===== src/rtl/fp_sched_pkg.sv =====
// rtl/fp_sched_pkg.sv - shared widths and response record for the fp_add issue scheduler
package fp_sched_pkg;

  localparam int WORD_W      = 32;
  localparam int DEFAULT_LAT = 7;
  localparam int RSP_TAG_W   = 4;

  // One buffered response: originating requester, its tag and the sum.
  typedef struct packed {
    logic                 src;
    logic [RSP_TAG_W-1:0] tag;
    logic [WORD_W-1:0]    data;
  } rsp_t;

endpackage


===== src/rtl/rsp_fifo.sv =====
// rtl/rsp_fifo.sv - synchronous first-word-fall-through response FIFO with occupancy count
module rsp_fifo #(
  parameter int W     = 37,
  parameter int DEPTH = 8
) (
  input  logic                     clk,
  input  logic                     reset,
  input  logic                     push,
  input  logic [W-1:0]             push_data,
  input  logic                     pop,
  output logic [W-1:0]             head,
  output logic [$clog2(DEPTH):0]   count
);

  localparam int AW = $clog2(DEPTH);

  logic [W-1:0]  mem [DEPTH];
  logic [AW-1:0] wr_ptr;
  logic [AW-1:0] rd_ptr;
  logic          empty;
  logic          full;
  logic          do_push;
  logic          do_pop;

  assign empty   = (count == '0);
  assign full    = (count == (AW+1)'(DEPTH));
  assign do_pop  = pop & ~empty;
  // At full a simultaneous pop frees the head slot that the write lands in.
  assign do_push = push & (~full | do_pop);
  assign head    = mem[rd_ptr];

  // Storage write; contents need no reset because count gates visibility.
  always_ff @(posedge clk) begin
    if (do_push) mem[wr_ptr] <= push_data;
  end

  // Pointers wrap naturally at the power-of-two depth; count tracks occupancy.
  always_ff @(posedge clk) begin
    if (reset) begin
      wr_ptr <= '0;
      rd_ptr <= '0;
      count  <= '0;
    end else begin
      if (do_push) wr_ptr <= wr_ptr + 1'b1;
      if (do_pop)  rd_ptr <= rd_ptr + 1'b1;
      case ({do_push, do_pop})
        2'b10:   count <= count + 1'b1;
        2'b01:   count <= count - 1'b1;
        default: count <= count;
      endcase
    end
  end

  // Credits bound the in-flight work, so a push can never meet a full FIFO.
  no_overflow: assert property (@(posedge clk) disable iff (reset) !(push && full));

endmodule


===== src/rtl/fp_add_sched.sv =====
// rtl/fp_add_sched.sv - round-robin two-port issue scheduler for the shared fp_add pipeline
module fp_add_sched
  import fp_sched_pkg::*;
#(
  parameter int LAT        = DEFAULT_LAT,
  parameter int FIFO_DEPTH = 8,
  parameter int TAG_W      = 4
) (
  input  logic              clk,
  input  logic              reset,
  input  logic              req0_valid,
  output logic              req0_ready,
  input  logic [WORD_W-1:0] req0_a,
  input  logic [WORD_W-1:0] req0_b,
  input  logic [TAG_W-1:0]  req0_tag,
  input  logic              req1_valid,
  output logic              req1_ready,
  input  logic [WORD_W-1:0] req1_a,
  input  logic [WORD_W-1:0] req1_b,
  input  logic [TAG_W-1:0]  req1_tag,
  output logic [WORD_W-1:0] fpa_dataa,
  output logic [WORD_W-1:0] fpa_datab,
  input  logic [WORD_W-1:0] fpa_result,
  output logic              rsp_valid,
  input  logic              rsp_ready,
  output logic [WORD_W-1:0] rsp_data,
  output logic              rsp_src,
  output logic [TAG_W-1:0]  rsp_tag,
  output logic              busy
);

  localparam int CW = $clog2(FIFO_DEPTH + 1);
  localparam int AW = $clog2(FIFO_DEPTH);
  localparam int EW = 1 + TAG_W + WORD_W;

  logic [CW-1:0]     cred;
  logic              last;
  logic              grant0;
  logic              grant1;
  logic              has_cred;
  logic              hs0;
  logic              hs1;
  logic              issue;
  logic              pop;

  logic              iss_v;
  logic              iss_src;
  logic [TAG_W-1:0]  iss_tag;
  logic [WORD_W-1:0] iss_a;
  logic [WORD_W-1:0] iss_b;

  logic [LAT-1:0]    pipe_v;
  logic [LAT-1:0]    pipe_src;
  logic [TAG_W-1:0]  pipe_tag [LAT];

  logic [EW-1:0]     head;
  logic [AW:0]       fifo_count;
  logic              fifo_nonempty;

  // Round-robin grant: a lone requester wins; on contention the one not served last wins.
  always_comb begin
    grant0   = req0_valid & (~req1_valid | last);
    grant1   = req1_valid & (~req0_valid | ~last);
    has_cred = (cred != '0);
  end

  assign req0_ready = ~reset & grant0 & has_cred;
  assign req1_ready = ~reset & grant1 & has_cred;
  assign hs0        = req0_valid & req0_ready;
  assign hs1        = req1_valid & req1_ready;
  assign issue      = hs0 | hs1;

  // Credits count free FIFO slots not yet claimed by an in-flight operation.
  always_ff @(posedge clk) begin
    if (reset) begin
      cred <= CW'(FIFO_DEPTH);
      last <= 1'b1;
    end else begin
      if (issue & ~pop)      cred <= cred - 1'b1;
      else if (pop & ~issue) cred <= cred + 1'b1;
      if (hs0)      last <= 1'b0;
      else if (hs1) last <= 1'b1;
    end
  end

  // Issue register drives fp_add; idle cycles present zero operands.
  always_ff @(posedge clk) begin
    if (reset) begin
      iss_v   <= 1'b0;
      iss_src <= 1'b0;
      iss_tag <= '0;
      iss_a   <= '0;
      iss_b   <= '0;
    end else begin
      iss_v   <= issue;
      iss_src <= hs1;
      iss_tag <= hs1 ? req1_tag : (hs0 ? req0_tag : '0);
      iss_a   <= hs1 ? req1_a   : (hs0 ? req0_a   : '0);
      iss_b   <= hs1 ? req1_b   : (hs0 ? req0_b   : '0);
    end
  end

  // Valid bits of the tag pipe; clearing them drops results already inside fp_add.
  always_ff @(posedge clk) begin
    if (reset) begin
      pipe_v <= '0;
    end else begin
      pipe_v[0] <= iss_v;
      for (int i = 1; i < LAT; i++) pipe_v[i] <= pipe_v[i-1];
    end
  end

  // Source and tag ride alongside the valids so the last stage lines up with fpa_result.
  always_ff @(posedge clk) begin
    pipe_src[0] <= iss_src;
    pipe_tag[0] <= iss_tag;
    for (int i = 1; i < LAT; i++) begin
      pipe_src[i] <= pipe_src[i-1];
      pipe_tag[i] <= pipe_tag[i-1];
    end
  end

  rsp_fifo #(
    .W     (EW),
    .DEPTH (FIFO_DEPTH)
  ) u_rsp_fifo (
    .clk       (clk),
    .reset     (reset),
    .push      (pipe_v[LAT-1]),
    .push_data ({pipe_src[LAT-1], pipe_tag[LAT-1], fpa_result}),
    .pop       (pop),
    .head      (head),
    .count     (fifo_count)
  );

  assign fifo_nonempty = (fifo_count != '0);
  assign rsp_valid     = ~reset & fifo_nonempty;
  assign pop           = rsp_valid & rsp_ready;
  assign rsp_data      = rsp_valid ? head[WORD_W-1:0] : '0;
  assign rsp_tag       = rsp_valid ? head[WORD_W +: TAG_W] : '0;
  assign rsp_src       = rsp_valid & head[EW-1];
  assign fpa_dataa     = reset ? '0 : iss_a;
  assign fpa_datab     = reset ? '0 : iss_b;
  assign busy          = ~reset & (iss_v | (|pipe_v) | fifo_nonempty);

endmodule


===== config.mk =====
export PLATFORM = sky130hd
export DESIGN_NAME = fp_add_sched
export DESIGN_NICKNAME = d
export VERILOG_FILES = /design/src/rtl/fp_sched_pkg.sv /design/src/rtl/rsp_fifo.sv /design/src/rtl/fp_add_sched.sv
export SDC_FILE = /design/constraint.sdc
export NUM_CORES = 1
export LEC_CHECK = 0
export BUFFER_PORTS_ARGS = -buffer_cell sky130_fd_sc_hd__buf_2
export CAP_MARGIN = 20
export CELL_PAD_IN_SITES_DETAIL_PLACEMENT = 0
export CELL_PAD_IN_SITES_GLOBAL_PLACEMENT = 1
export CORE_UTILIZATION = 25
export CTS_CLUSTER_DIAMETER = 150
export CTS_CLUSTER_SIZE = 40
export DETAILED_ROUTE_END_ITERATION = 16
export GPL_ROUTABILITY_DRIVEN = 0
export PLACE_DENSITY_LB_ADDON = 0.3
export SYNTH_ARGS = -nofsm -noshare
export SYNTH_HDL_FRONTEND = slang
export SYNTH_SLANG_ARGS = --single-unit

===== constraint.sdc =====
create_clock -name clk -period 6.2 [get_ports clk]
set_input_delay 1.24 -clock clk [delete_from_list [all_inputs] [get_ports clk]]
set_output_delay 1.24 -clock clk [all_outputs]
set_load 0.005 [all_outputs]

==> impl_metrics.csv, run 1 <==
group,metric,value,unit
status,status,"complete, no violations",
grt,grt_pass1_wl,53700,um
timing,fin_ws,2.09,ns
grt,use_met3,2.45,%
timing,worst_pin_slew,1.02,ns
cells_and_area,insertedDiodeCount,0,
worst_setup_path,worstSetupPathType,"flip-flop to output port",
drt,vias,8652,
clock_network,clk_path_buf_depth,3,
synthesis,syn_inst,948,
cells_and_area,regArea,0.0115,mm2
cells_and_area,finish.net_count,1383,
die,start_util,25.3,%
clock_network,clkSinkCount,426,
worst_setup_path,cp.required,4.96,ns
run,drv_cap,0,
clock_network,clkTransAtPathRegs,0.14,ns
cells_and_area,fin_area,0.0187,mm2
die,ios,278,
synthesis,synth_most_common_cell,"edfxtp_1",
cells_and_area,final-instance-count-excl-fill,2052,
die,std_cell_rows,92,
worst_setup_path,cp-start-kind,"flip-flop",
placed_design,dpl.hpwl,21800,um
drt,drt_pass1_iterations,5,
synthesis,ys.flop_type,"edfxtp_1",
timing,period_minus_slack,4.11,ns
synthesis,yosys.area.top_type_share,55.7,%
drt,wl_per_cell,17.4,um
drt,drtIter0Drc,546,
grt,grt.overflow.total,0,
die,die_y,255,um
grt,grt_pass1_vias,8966,
synthesis,synth-seq-cells,426,
synthesis,async_reset_ff_share,0,%
power_and_ir_drop,powerDensity,252,mW/mm2
placed_design,io_buffer_count,277,
grt,use_met2,18.0,%
die,die-width,255,um
cells_and_area,area_growth,17.4,%
synthesis,yosysWarnings,0,
drt,viasPerCell,4.22,
power_and_ir_drop,ir_drop,0.152,mV
timing,fmax,0.243,GHz
clock_network,post_cts_buffers,0,
cells_and_area,multi_input_area,0.00414,mm2
die,core_area,0.0631,mm2
grt,antenna_found_initial,3,
clock_network,cts.repair.resized,0,
placed_design,placed_area,0.0183,mm2
timing,rsz0062_at_grt,"no",
die,dieArea,0.0649,mm2
synthesis,netlist_area,0.0160,mm2
clock_network,cts_hold_buffers,0,
worst_setup_path,arrival,2.87,ns
timing,setup_viol,0,
timing,fin_tns_setup,0,ns
worst_setup_path,crit_fanout,33,
timing,hold_viol_final,0,
timing,fin_crit_sh,66.3,%
placed_design,pre_cts_slack,2.10,ns
timing,drv_slew,0,
synthesis,avgSynthCellArea,16.8,um2
grt,top_usage_layer,"met2",
synthesis,synth_area_leaders,"edfxtp_1, dfxtp_1, mux4_2",
timing,slew_headroom,31.9,%
clock_network,cts_root_buffer,"clkbuf_16",
placed_design,dp.cells,2030,
clock_network,cts_made_buffers,15,
grt,grt_max_degree,71,
grt,grt_usage,10.9,%
cells_and_area,final_layout_size_suffix_gt1_share,34.0,%
timing,hold_ws,0.339,ns
synthesis,ys_types,43,
timing,skew,0.0314,ns
power_and_ir_drop,leakage,6.55,nW
cells_and_area,nFillCells,6425,
drt,drt-total-wl,35700,um
power_and_ir_drop,p_total,4.71,mW
grt,use_met1,14.8,%
cells_and_area,final_core_util,29.7,%
synthesis,yosysTopAreaCell,"edfxtp_1",
drt,final_antenna_net_count,0,
synthesis,synth_common_cells,"edfxtp_1, dfxtp_1, nor2_1, nor2b_1, mux4_2",
clock_network,cts_tree,"built",
synthesis,synth_edf_count,296,
synthesis,syn_nets,1129,
clock_network,clk_latency,0.55,ns
clock_network,ctsHtreeMaxLevel,1,
synthesis,ys_seq_area_share,72.0,%
min_path,min_path_type,"flip-flop to flip-flop",
drt,drc_errors,0,
worst_setup_path,endpoint_kind,"output port",
==> cell usage in the layout (no fill, tap or decap), types with 3 or more instances in the layout <==
| master | netlist | final |
|---|---|---|
| o21ai_0 | 5 | 5 |
| buf_4 | 4 | 18 |
| nor2_1 | 122 | 120 |
| a21oi_1 | 8 | 7 |
| nor2b_1 | 76 | 76 |
| nand3_1 | 3 | 3 |
| inv_2 | 3 | 3 |
| mux4_2 | 73 | 73 |
| clkbuf_16 | 0 | 15 |
| nand2_1 | 7 | 7 |
| or3_1 | 3 | 3 |
| buf_2 | 31 | 277 |
| nor4bb_1 | 3 | 3 |
| nor3_2 | 0 | 4 |
| mux2i_1 | 41 | 41 |
| ha_1 | 8 | 8 |
| dfxtp_1 | 130 | 127 |
| a31oi_1 | 3 | 3 |
| a22oi_1 | 68 | 68 |
| inv_1 | 6 | 6 |
| edfxtp_1 | 296 | 296 |
| xor2_1 | 6 | 6 |
==> routing by layer <==
layer  vias up  part of all wire (%)
met5         -                  0.13
met4         6                   1.2
met3        28                   5.1
met2       213                    47
met1      4338                    47
li1       4067                     -
==> worst paths after layout <==
check	start	end	slack (ns)	cells past startpoint
setup reg to reg	u_rsp_fifo.count[2]$_SDFFE_PP0P_	u_rsp_fifo.count[2]$_SDFFE_PP0P_	3.00	12
hold / removal	pipe_tag[2][3]$_DFF_P_	pipe_tag[3][3]$_DFF_P_	0.34	0
setup / recovery	flip-flop	rsp_data[8]	2.09	6
hold reg to reg	pipe_tag[2][3]$_DFF_P_	pipe_tag[3][3]$_DFF_P_	0.34	0
==> worst max-delay path, cell delays in order (launching register included) <==
cell	delay, ns
dfxtp_4	0.59
buf_16	0.29
buf_4	0.36
mux4_2	0.55
mux2i_1	0.22
nor2_1	0.07
buf_2	0.16
==> where the power goes <==
| part | internal (mW) | leakage (nW) | switching (mW) |
|---|---|---|---|
| sequential | 3.10 | 3.74 | 0.0230 |
| clock | 0.476 | 0.218 | 0.867 |
| combinational | 0.112 | 2.59 | 0.138 |
==> cell families after synthesis <==
| family | synth area share, % |
|---|---|
| xor+xnor | 0.541 |
| fa+ha+maj | 0.627 |
| compound gates | 4.06 |
| mux | 13.1 |
| simple gates | 7.16 |
| flops | 72.0 |
| buf+inv | 2.50 |
==> registers in the layout, summed over array words and instances (netlist names), named ones only <==
| name | count |
|---|---|
| iss_src | 1 |
| iss_b | 32 |
| u_rsp_fifo.wr_ptr | 3 |
| pipe_tag | 28 |
| u_rsp_fifo.rd_ptr | 3 |
| iss_v | 1 |
| iss_tag | 4 |
| last | 1 |
| iss_a | 32 |
| pipe_v | 7 |
| u_rsp_fifo.count | 4 |
| pipe_src | 7 |
| cred | 4 |
| u_rsp_fifo.mem | 296 |
==> layout make-up <==
class	instances	area share [%]
Clock buffer	17	2.04
Sequential cell	426	61.4
Clock inverter	4	0.367
Timing Repair Buffer	296	8.27
Inverter	9	0.180
Tap cell	846	5.65
Multi-Input combinational cell	454	22.1
Power figures use the tool's default switching activity.
==> run 2: changes to the inputs <==
==> constraint.sdc (replaced) <==
create_clock -name clk -period 3.7 [get_ports clk]
set_input_delay 0.74 -clock clk [delete_from_list [all_inputs] [get_ports clk]]
set_output_delay 0.74 -clock clk [all_outputs]
set_load 0.005 [all_outputs]
==> impl_metrics.csv, run 2 (synthesized netlist as in run 1, its figures left out) <==
group,metric,value,unit
status,status,"complete, no violations",
drt,drt-total-wl,36100,um
clock_network,cts_hold_buffers,0,
timing,rsz0062_at_grt,"no",
grt,grt_usage,11.1,%
worst_setup_path,endpoint_kind,"output port",
worst_setup_path,crit_fanout,15,
placed_design,placed_area,0.0184,mm2
cells_and_area,final_core_util,30.0,%
drt,vias,8661,
clock_network,post_cts_buffers,0,
power_and_ir_drop,p_comb_share,5.3,%
timing,fmax,0.312,GHz
cells_and_area,finish.net_count,1390,
clock_network,clk_path_buf_depth,3,
clock_network,clkTransAtPathRegs,0.14,ns
die,die-width,255,um
timing,worst_pin_slew,0.751,ns
cells_and_area,area_growth,18.4,%
clock_network,cts.repair.resized,0,
placed_design,io_buffer_count,277,
worst_setup_path,arrival,2.46,ns
drt,wl_per_cell,17.5,um
clock_network,clk_latency,0.55,ns
drt,drc_errors,0,
timing,hold_viol_final,0,
cells_and_area,nFillCells,6446,
worst_setup_path,cpMaxStageDelayCell,"mux4_2",
grt,grt_max_degree,72,
cells_and_area,regArea,0.0115,mm2
drt,drtIter0Drc,469,
clock_network,cts_root_buffer,"clkbuf_16",
cells_and_area,multi_input_area,0.00417,mm2
timing,fin_ws,0.496,ns
grt,use_met3,2.27,%
worst_setup_path,cp_cell_sequence,"buf_4 > mux4_2 > mux2i_1 > nor2_1 > buf_2",
cells_and_area,fin_area,0.0189,mm2
grt,grt_pass1_wl,54700,um
timing,fin_crit_sh,86.6,%
grt,grt_pass1_vias,8951,
power_and_ir_drop,p_sw,1.73,mW
worst_setup_path,cp-start-kind,"flip-flop",
power_and_ir_drop,ir_drop,0.272,mV
clock_network,cts_tree,"built",
cells_and_area,largest_reg_flops,296,
cells_and_area,reg.largest.list,"u_rsp_fifo.mem x296, iss_a x32, iss_b x32",
grt,antenna_found_initial,3,
worst_setup_path,worstSetupPathType,"flip-flop to output port",
timing,period_minus_slack,3.20,ns
die,std_cell_rows,92,
clock_network,ctsHtreeMaxLevel,1,
cells_and_area,final_layout_size_suffix_gt1_share,34.3,%
power_and_ir_drop,seq_power_share,66.0,%
clock_network,cts_made_buffers,15,
worst_setup_path,critPathBufInv,2,
power_and_ir_drop,switching_share,21.9,%
die,dieArea,0.0649,mm2
grt,use_met1,14.8,%
placed_design,pre_cts_slack,0.794,ns
die,die_y,255,um
min_path,min_path_type,"flip-flop to flip-flop",
drt,drt_pass1_iterations,4,
grt,use_met2,18.7,%
cells_and_area,mostFrequentLayoutCells,"edfxtp_1, buf_2, dfxtp_1, nor2_1, nor2b_1",
drt,final_antenna_net_count,0,
power_and_ir_drop,p_int,6.19,mW
worst_setup_path,cp.required,2.96,ns
timing,drv_slew,0,
power_and_ir_drop,pwr-share-clk,28.7,%
worst_setup_path,cp_top_family,"multiplexers",
run,drv_cap,0,
die,ios,278,
power_and_ir_drop,powerDensity,419,mW/mm2
drt,viasPerCell,4.20,
timing,skew,0.0222,ns
die,start_util,25.3,%
cells_and_area,final_common_cell,"edfxtp_1",
cells_and_area,insertedDiodeCount,0,
die,core_area,0.0631,mm2
grt,grt.overflow.total,0,
worst_setup_path,critical-path-max-stage-delay,0.54,ns
cells_and_area,top_register,"u_rsp_fifo.mem",
placed_design,dpl.hpwl,22700,um
timing,fin_tns_setup,0,ns
timing,setup_viol,0,
grt,top_usage_layer,"met2",
power_and_ir_drop,leakage,6.61,nW
timing,slew_headroom,49.9,%
clock_network,clkSinkCount,426,
## run 2: changes by cell type in the layout (fill, tap and decap cells not counted)
cell and delta:
clkbuf_1 +4, nor4_4 +2, nor3_4 +2, inv_6 +1, nor4_2 -2, buf_4 +2, buf_12 +6, nor3_2 -2
clkinv_2 +1, inv_8 -2, clkinv_8 +1, buf_16 -1
## run 2: path summary, 6_finish.rpt
check | startpoint | endpoint | slack [ns] | depth (start not counted)
setup reg to reg | u_rsp_fifo.count[2]$_SDFFE_PP0P_ | u_rsp_fifo.count[2]$_SDFFE_PP0P_ | 1.03 | 12
hold reg to reg | pipe_src[5]$_DFF_P_ | pipe_src[6]$_DFF_P_ | 0.31 | 0
hold / removal | pipe_src[5]$_DFF_P_ | pipe_src[6]$_DFF_P_ | 0.31 | 0
setup / recovery | flip-flop | rsp_tag[0] | 0.50 | 5
## run 2: layout make-up
cell class	instances	share of cell area, %
inverters	9	0.179
flip-flops and latches	426	60.9
well taps	846	5.60
multi-input cells	454	22.1
repair buffers	303	8.77
clock buffers	21	2.11
clock inverters	5	0.404
## run 2: power by group through the flow
stage	clock network, mW	registers, mW	logic (mW)
after floorplan	0	5.32	0.215
after global placement	0	5.33	0.423
after detailed placement	0	5.34	0.429
after CTS	2.40	5.23	0.430
after global routing	2.54	5.24	0.479
final	2.28	5.23	0.421
## run 2: through the flow
stage / std cells / total power [mW] / hold WS (ns)
final: 2064 / 7.92 / 0.315
after global routing: 2064 / 8.26 / 0.322
after CTS: 2064 / 8.06 / 0.329
after detailed placement: 2038 / 5.76 / 0.312
after global placement: 2038 / 5.76 / 0.310
after floorplan: 948 / 5.54 / 0.310
## run 2: per-layer routing
metal / part of all wire [%] / wire, um
met1: 45 / 16300
met2: 48 / 17400
met3: 5.2 / 1880
met4: 1.4 / 499
met5: 0.083 / 30
